## src/rtl/pm_noc_fifo_endpoint.sv

```systemverilog
// NoC-clock half of the PM<->NoC async FIFO pair: owns pm_in storage and drains pm_out.
// Gray pointers cross domains through 2-FF synchronizers; all state is on clk_noc_i.
module pm_noc_fifo_endpoint #(
  parameter int unsigned PACKET_SIZE = 128,
  parameter int unsigned AWIDTH      = 2
) (
  input  logic                   clk_noc_i,
  input  logic                   reset_noc_i,
  input  logic                   noc_rx_valid_i,
  input  logic [PACKET_SIZE-1:0] noc_rx_data_i,
  output logic                   noc_rx_ready_o,
  output logic [PACKET_SIZE-1:0] noc_fifo_pm_in_data_o,
  input  logic [AWIDTH:0]        noc_fifo_pm_in_raddr_i,
  output logic [AWIDTH:0]        noc_fifo_pm_in_waddr_o,
  input  logic [PACKET_SIZE-1:0] noc_fifo_pm_out_data_i,
  output logic [AWIDTH:0]        noc_fifo_pm_out_raddr_o,
  input  logic [AWIDTH:0]        noc_fifo_pm_out_waddr_i,
  output logic                   noc_tx_valid_o,
  output logic [PACKET_SIZE-1:0] noc_tx_data_o,
  input  logic                   noc_tx_ready_i
);

  localparam int unsigned DEPTH = 1 << AWIDTH;
  typedef logic [AWIDTH:0] ptr_t;
  // Full pattern: top two gray bits inverted relative to the synced read pointer.
  localparam ptr_t FULL_MASK = ptr_t'(3) << (AWIDTH - 1);

  function automatic ptr_t bin2gray(input ptr_t b);
    return b ^ (b >> 1);
  endfunction

  function automatic ptr_t gray2bin(input ptr_t g);
    ptr_t b;
    b = g;
    for (int unsigned i = 1; i <= AWIDTH; i++) begin
      b = b ^ (g >> i);
    end
    return b;
  endfunction

  // ---------------- write side (pm_in FIFO) ----------------
  logic [PACKET_SIZE-1:0] mem_q [DEPTH];
  ptr_t wptr_q, wptr_d;
  ptr_t waddr_q, waddr_d;
  ptr_t rsync1_q, rsync2_q;
  ptr_t pm_rbin;
  logic full;
  logic push;

  assign full    = (waddr_q == (rsync2_q ^ FULL_MASK));
  assign push    = noc_rx_valid_i & ~full;
  assign pm_rbin = gray2bin(noc_fifo_pm_in_raddr_i);

  always_comb begin
    wptr_d  = wptr_q;
    waddr_d = waddr_q;
    if (push) begin
      wptr_d  = wptr_q + ptr_t'(1);
      waddr_d = bin2gray(wptr_d);
    end
  end

  always_ff @(posedge clk_noc_i) begin
    if (reset_noc_i) begin
      wptr_q   <= '0;
      waddr_q  <= '0;
      rsync1_q <= '0;
      rsync2_q <= '0;
    end else begin
      wptr_q   <= wptr_d;
      waddr_q  <= waddr_d;
      rsync1_q <= noc_fifo_pm_in_raddr_i;
      rsync2_q <= rsync1_q;
    end
  end

  // Storage is not reset; the write lands on the same edge the gray pointer advances.
  always_ff @(posedge clk_noc_i) begin
    if (!reset_noc_i && push) begin
      mem_q[wptr_q[AWIDTH-1:0]] <= noc_rx_data_i;
    end
  end

  assign noc_rx_ready_o         = ~full;
  assign noc_fifo_pm_in_waddr_o = waddr_q;
  assign noc_fifo_pm_in_data_o  = mem_q[pm_rbin[AWIDTH-1:0]];

  // ---------------- read side (pm_out FIFO) ----------------
  ptr_t rptr_q, rptr_d;
  ptr_t raddr_q, raddr_d;
  ptr_t wsync1_q, wsync2_q;
  logic                   tx_valid_q, tx_valid_d;
  logic [PACKET_SIZE-1:0] tx_data_q, tx_data_d;
  logic empty;
  logic load;

  assign empty = (raddr_q == wsync2_q);
  assign load  = ~empty & (~tx_valid_q | noc_tx_ready_i);

  always_comb begin
    rptr_d     = rptr_q;
    raddr_d    = raddr_q;
    tx_valid_d = tx_valid_q;
    tx_data_d  = tx_data_q;
    if (load) begin
      tx_data_d  = noc_fifo_pm_out_data_i;
      tx_valid_d = 1'b1;
      rptr_d     = rptr_q + ptr_t'(1);
      raddr_d    = bin2gray(rptr_d);
    end else if (noc_tx_ready_i) begin
      tx_valid_d = 1'b0;
    end
  end

  always_ff @(posedge clk_noc_i) begin
    if (reset_noc_i) begin
      rptr_q     <= '0;
      raddr_q    <= '0;
      wsync1_q   <= '0;
      wsync2_q   <= '0;
      tx_valid_q <= 1'b0;
      tx_data_q  <= '0;
    end else begin
      rptr_q     <= rptr_d;
      raddr_q    <= raddr_d;
      wsync1_q   <= noc_fifo_pm_out_waddr_i;
      wsync2_q   <= wsync1_q;
      tx_valid_q <= tx_valid_d;
      tx_data_q  <= tx_data_d;
    end
  end

  assign noc_fifo_pm_out_raddr_o = raddr_q;
  assign noc_tx_valid_o          = tx_valid_q;
  assign noc_tx_data_o           = tx_data_q;

endmodule

```

## config.mk

```make
export PLATFORM = sky130hd
export DESIGN_NAME = pm_noc_fifo_endpoint
export DESIGN_NICKNAME = d
export VERILOG_FILES = /design/src/rtl/pm_noc_fifo_endpoint.sv
export SDC_FILE = /design/constraint.sdc
export NUM_CORES = 1
export LEC_CHECK = 0
export BUFFER_PORTS_ARGS = -buffer_cell sky130_fd_sc_hd__buf_2
export CAP_MARGIN = 20
export CORE_MARGIN = 10
export CORE_UTILIZATION = 58
export DETAILED_ROUTE_END_ITERATION = 8
export HOLD_SLACK_MARGIN = 0.03
export PLACE_DENSITY = 0.84
export SKIP_CTS_REPAIR_TIMING = 1
export SLEW_MARGIN = 20
export SYNTH_ARGS = -nofsm -noshare
export SYNTH_HDL_FRONTEND = slang
export SYNTH_SLANG_ARGS = --single-unit
```

## constraint.sdc

```tcl
create_clock -name clk_noc_i -period 8.9 [get_ports clk_noc_i]
set_clock_uncertainty 0.2 [all_clocks]
set_input_delay 2.67 -clock clk_noc_i [delete_from_list [all_inputs] [get_ports clk_noc_i]]
set_output_delay 2.67 -clock clk_noc_i [all_outputs]
set_load 0.02 [all_outputs]
```

; ---- After elaboration in Yosys (flattened, before gate mapping)
; Memories as Yosys holds them, arrays and structs flattened.
; Index checks and enable logic that the tools add are counted.
[classes]
mux = 4
eq_ne = 2
n_mul = 0
reduce_logical = 3
addsub = 2
shift = 0
div_mod_pow = 0
n_bitwise = 11
magnitude_cmp = 0
[op_table]
columns = op, count
row1 = $add A3 B1 Y3 const B, 2
row2 = $eq A3 B3 Y1, 2
row3 = $xor A3 B2 Y3, 2
row4 = $mux W1, 4
row5 = $not A1 Y1, 3
row6 = $and A1 B1 Y1, 2
row7 = $not A2 Y2, 1
row8 = $reduce_bool A2 Y1, 1
row9 = $xor A2 B1 Y2, 1
row10 = $xor A2 B2 Y2, 1
row11 = $logic_and A1 B1 Y1, 1
row12 = $logic_not A1 Y1, 1
row13 = $or A1 B1 Y1, 1
[word_totals]
regBits = 153
mem_bits_ro = 0
ram_bits = 512
output_inout_bits = 264
inputBits = 266
n_memories = 1
latchBits = 0
[memory_table]
columns = memory, words, word_bits, rd, rd_clocked_by_memory_dff, write_ports, line
row1 = mem_q, 4, 128, 1, 0, 1, 42  ; logic [PACKET_SIZE-1:0] mem_q [DEPTH];

; ---- Longest topological paths before layout
[depth]
ltp_word = 7
mapped_depth = 6
mapped_depth_nobuf = 5

; ---- Worst setup path after synthesis
; OpenSTA, ideal clock, no wires.
[synth_timing]
path_type = input to register
from = in reset_noc_i
to = mem mem_q[1][0] (enable)
t_arrival_ns = 6.150
path_slack_ns = 2.048
setup_time_ns = 0.502
cell_stages = 3
t_required_ns = 8.198
path_buffers = 1
path_cell_list = buf_2 > a311oi_1 > and2_1
[synth_between]
elab_chain_len = 4
[synth_lines]
columns = item, line
row1 = "start, declared", 8  ; input logic reset_noc_i,
row2 = $logic_not A1 Y1, 79  ; if (!reset_noc_i && push) begin
row3 = $logic_and A1 B1 Y1, 79
row4 = $mux W1, 79
row5 = $mux W1 (implied by the code), 80  ; mem_q[wptr_q[AWIDTH-1:0]] <= noc_rx_data_i;
row6 = "end, declared", 42
; Every way passes these cells.

; ---- Worst setup path after layout
[layout_timing]
from = in noc_fifo_pm_in_raddr_i[2]
to = out noc_fifo_pm_in_data_o[30]
[layout_between]
elab_chain_len = 3
[layout_lines]
columns = item, line
row1 = "start, declared", 13  ; input logic [AWIDTH:0] noc_fifo_pm_in_raddr_i,
row2 = $xor A2 B2 Y2, 36  ; b = b ^ (g >> i);
row3 = $xor A2 B1 Y2 (*), 36
row4 = $mem_v2 Z4 W128 (*), n/a
row5 = "end, declared", 12  ; output logic [PACKET_SIZE-1:0] noc_fifo_pm_in_data_o,
; Every way passes the cells marked *; elsewhere a longest branch is shown, timed or not.

==> flow_metrics.tcl <==
set metrics [dict create \
    status "complete, no violations" \
    r2r-start "wptr_q[2]" \
    clock_path_buffers 3 \
    avgSynthCellArea_um2 18.5 \
    hold_viol 0 \
    start_kind "input pin" \
    rsz0062_at_grt "false" \
    drt-wirelength-per-cell_um 26.4 \
    syn_inst 1335 \
    cp.arrival_ns 4.72 \
    ys_ff_latch 663 \
    ys_seq_area_share_pct 74.7 \
    fp.dieW_um 226 \
    drive_gt1_share_pct 40.5 \
    layout_common_cells "528 x buf_2, 512 x edfxtp_1, 264 x nand2_1" \
    ir_drop_v 0.000287 \
    antenna_found_initial 22 \
    cts_tree "built" \
    finalCritPeriodShare_pct 85.3 \
    ant_nets 0 \
    drtIter0Drc 1325 \
    clock_tree.root_cell "clkbuf_16" \
    fp.dieH_um 226 \
    clkSinkCount 663 \
    powerDensity_mw_per_mm2 271 \
    r2r.worst_path.cells 4 \
    startpoint "noc_fifo_pm_in_raddr_i[2]" \
    vias_per_cell 5.73 \
    synth_ff_type "edfxtp_1" \
    synth.net_count 1606 \
    grt_pass1_wl_um 94700 \
    grt_pass1_vias 14600 \
    grt_start_max_net_pins 129 \
    hold_path.class "reg -> reg" \
    async_flop_share_pct 0 \
    dp_slack_ns 1.26 \
    worstMarginPinSlew_ns 0.952 \
    slew_headroom_pct 36.5 \
    worstSkewPairLatency_ns 0.61 \
    period_needed_ns 7.59 \
    fmax_ghz 0.132 \
    end_kind "output pin" \
    ys_types 34 \
    worst_ep_required_time_ns 6.03 \
    drc 0 \
    syn_to_final_growth_pct 21.7 \
    htreeDepth 3 \
    grt_use_total_pct 25.3 \
    crit_type "in -> out" \
    vias 14200 \
    syn-cell-area_mm2 0.0246 \
    routed_wirelength_um 65400 \
    cts_buffers 66 \
    dieArea_mm2 0.0511 \
    cp_max_fo 14 \
    io_pins 530 \
    layout_commonest_cell "buf_2" \
    dpl.hpwl_um 42600 \
    setup_viol 0 \
    initial_core_util_pct 58.7 \
    dp.cells 2342 \
    finalNetCount 2142 \
    gp_congestion 0.909 \
    final_cells 2476 \
    numPortBuffers 529 \
    fin_ws_ns 1.31 \
    leakagePower_nw 11.5 \
    rows 75 \
    final.setup.tns_ns 0 \
    clk_pin_slew_ns 0.06 \
    synth_edf_count 512 \
    cp-endpoint "noc_fifo_pm_in_data_o[30]" \
    final-max-slew-violation-count 0 \
    drv_cap 0 \
    coreArea_mm2 0.0419 \
    rrSetupSlack_ns 6.03 \
    dr.pass1.iters 5 \
    r2r-end "mem_q[2][73]" \
    grt_overflow_total 0 \
    yosys_warnings 0 \
]
metal layers:
layer | vias up | part of all wire (%) | wire length [um] | global-route usage, %
li1 | 6175 | - | - | -
met3 | 151 | 9.8 | 6420 | 9.25
met1 | 7142 | 34 | 21900 | 27.6
met4 | 16 | 4.8 | 3110 | 11.4
met5 | - | 0.15 | 95 | 0
met2 | 699 | 52 | 33900 | 43.4
through the flow:
stage          power (mW)  utilization [%]  hold WS, ns  area, um2
2_1_floorplan        4.91                -        0.214      24600
3_3_place_gp         5.33             66.1        0.230      27700
3_5_place_dp         5.38             66.1        0.232      27700
4_1_cts              8.17             71.4        0.252      29900
5_1_grt              8.38             71.4        0.268      30000
6_report             8.12             71.5        0.248      30000
Yosys cell counts (2+ instances only):
cell        n  area share [%]
nand2_1   264             4.0
nor2b_1    15            0.38
xnor2_1     5            0.18
edfxtp_1  512              62
clkbuf_1   42            0.64
buf_2       4           0.081
ha_1        5            0.25
a211o_1     2           0.071
nor2_1      5           0.076
nand2b_1    2           0.051
xnor3_1     2            0.18
o31ai_1     3           0.091
xor2_1      7            0.25
mux2i_1   132             5.4
inv_1       6           0.091
buf_6       2           0.091
mux4_2    128              12
buf_8      11            0.67
and2_1      4            0.10
mux2_2      4            0.18
buf_4      17            0.52
dfxtp_1   151              12
state kept, by name, summed over array words and instances (netlist names), 2 cells and up:
register / count
noc_tx_data_o: 128
wptr_q: 3
rsync1_q: 3
rptr_q: 3
wsync1_q: 3
mem_q: 512
noc_fifo_pm_in_waddr_o: 2
wsync2_q: 3
noc_fifo_pm_out_raddr_o: 2
rsync2_q: 3
logic make-up (layout without fill, tap and decap cells):
logic type | after synthesis | count (layout) | synth area share, %
compound gates | 11 | 11 | 0.345
fa+ha+maj | 5 | 5 | 0.254
flops | 663 | 663 | 74.7
other cells | 0 | 15 | 0
buf+inv | 83 | 670 | 2.11
mux | 264 | 264 | 17.2
simple gates | 295 | 295 | 4.77
xor+xnor | 14 | 14 | 0.609
layout make-up:
cell class | instances | area (um2)
antenna | 15 | 37.5
clock buffer | 84 | 1770
clock inverter | 35 | 439
fill | 2539 | 12000
inverter | 6 | 27.5
multi-input combinational | 589 | 5760
sequential | 663 | 18400
tap | 539 | 674
timing repair buffer | 545 | 2870
power by group:
| group | total [mW] | internal [mW] | leakage [nW] | switching [mW] |
|---|---|---|---|---|
| registers | 3.75 | 3.60 | 5.89 | 0.143 |
| clock network | 2.80 | 1.63 | 1.06 | 1.17 |
| logic | 1.57 | 0.607 | 4.54 | 0.967 |
| total | 8.12 | 5.84 | 11.5 | 2.28 |
worst max-delay path, stage by stage:
cell and delay (ns):
buf_2 0.14, xor2_4 0.66, buf_4 0.44, mux4_2 0.60, buf_2 0.19
how the worst min path moves through the flow:
stage / start / end / slack, ns / cells past startpoint
2_1_floorplan: rsync1_q[0] / rsync2_q[0] / 0.21 / 1
3_3_place_gp: rsync1_q[0] / rsync2_q[0] / 0.23 / 1
3_5_place_dp: wsync1_q[2] / wsync2_q[2] / 0.23 / 1
4_1_cts: wsync1_q[2] / wsync2_q[2] / 0.25 / 1
5_1_grt: rsync1_q[1] / rsync2_q[1] / 0.27 / 1
6_report: wsync1_q[2] / wsync2_q[2] / 0.25 / 1
Note: power is estimated with default switching activity, not from simulation.
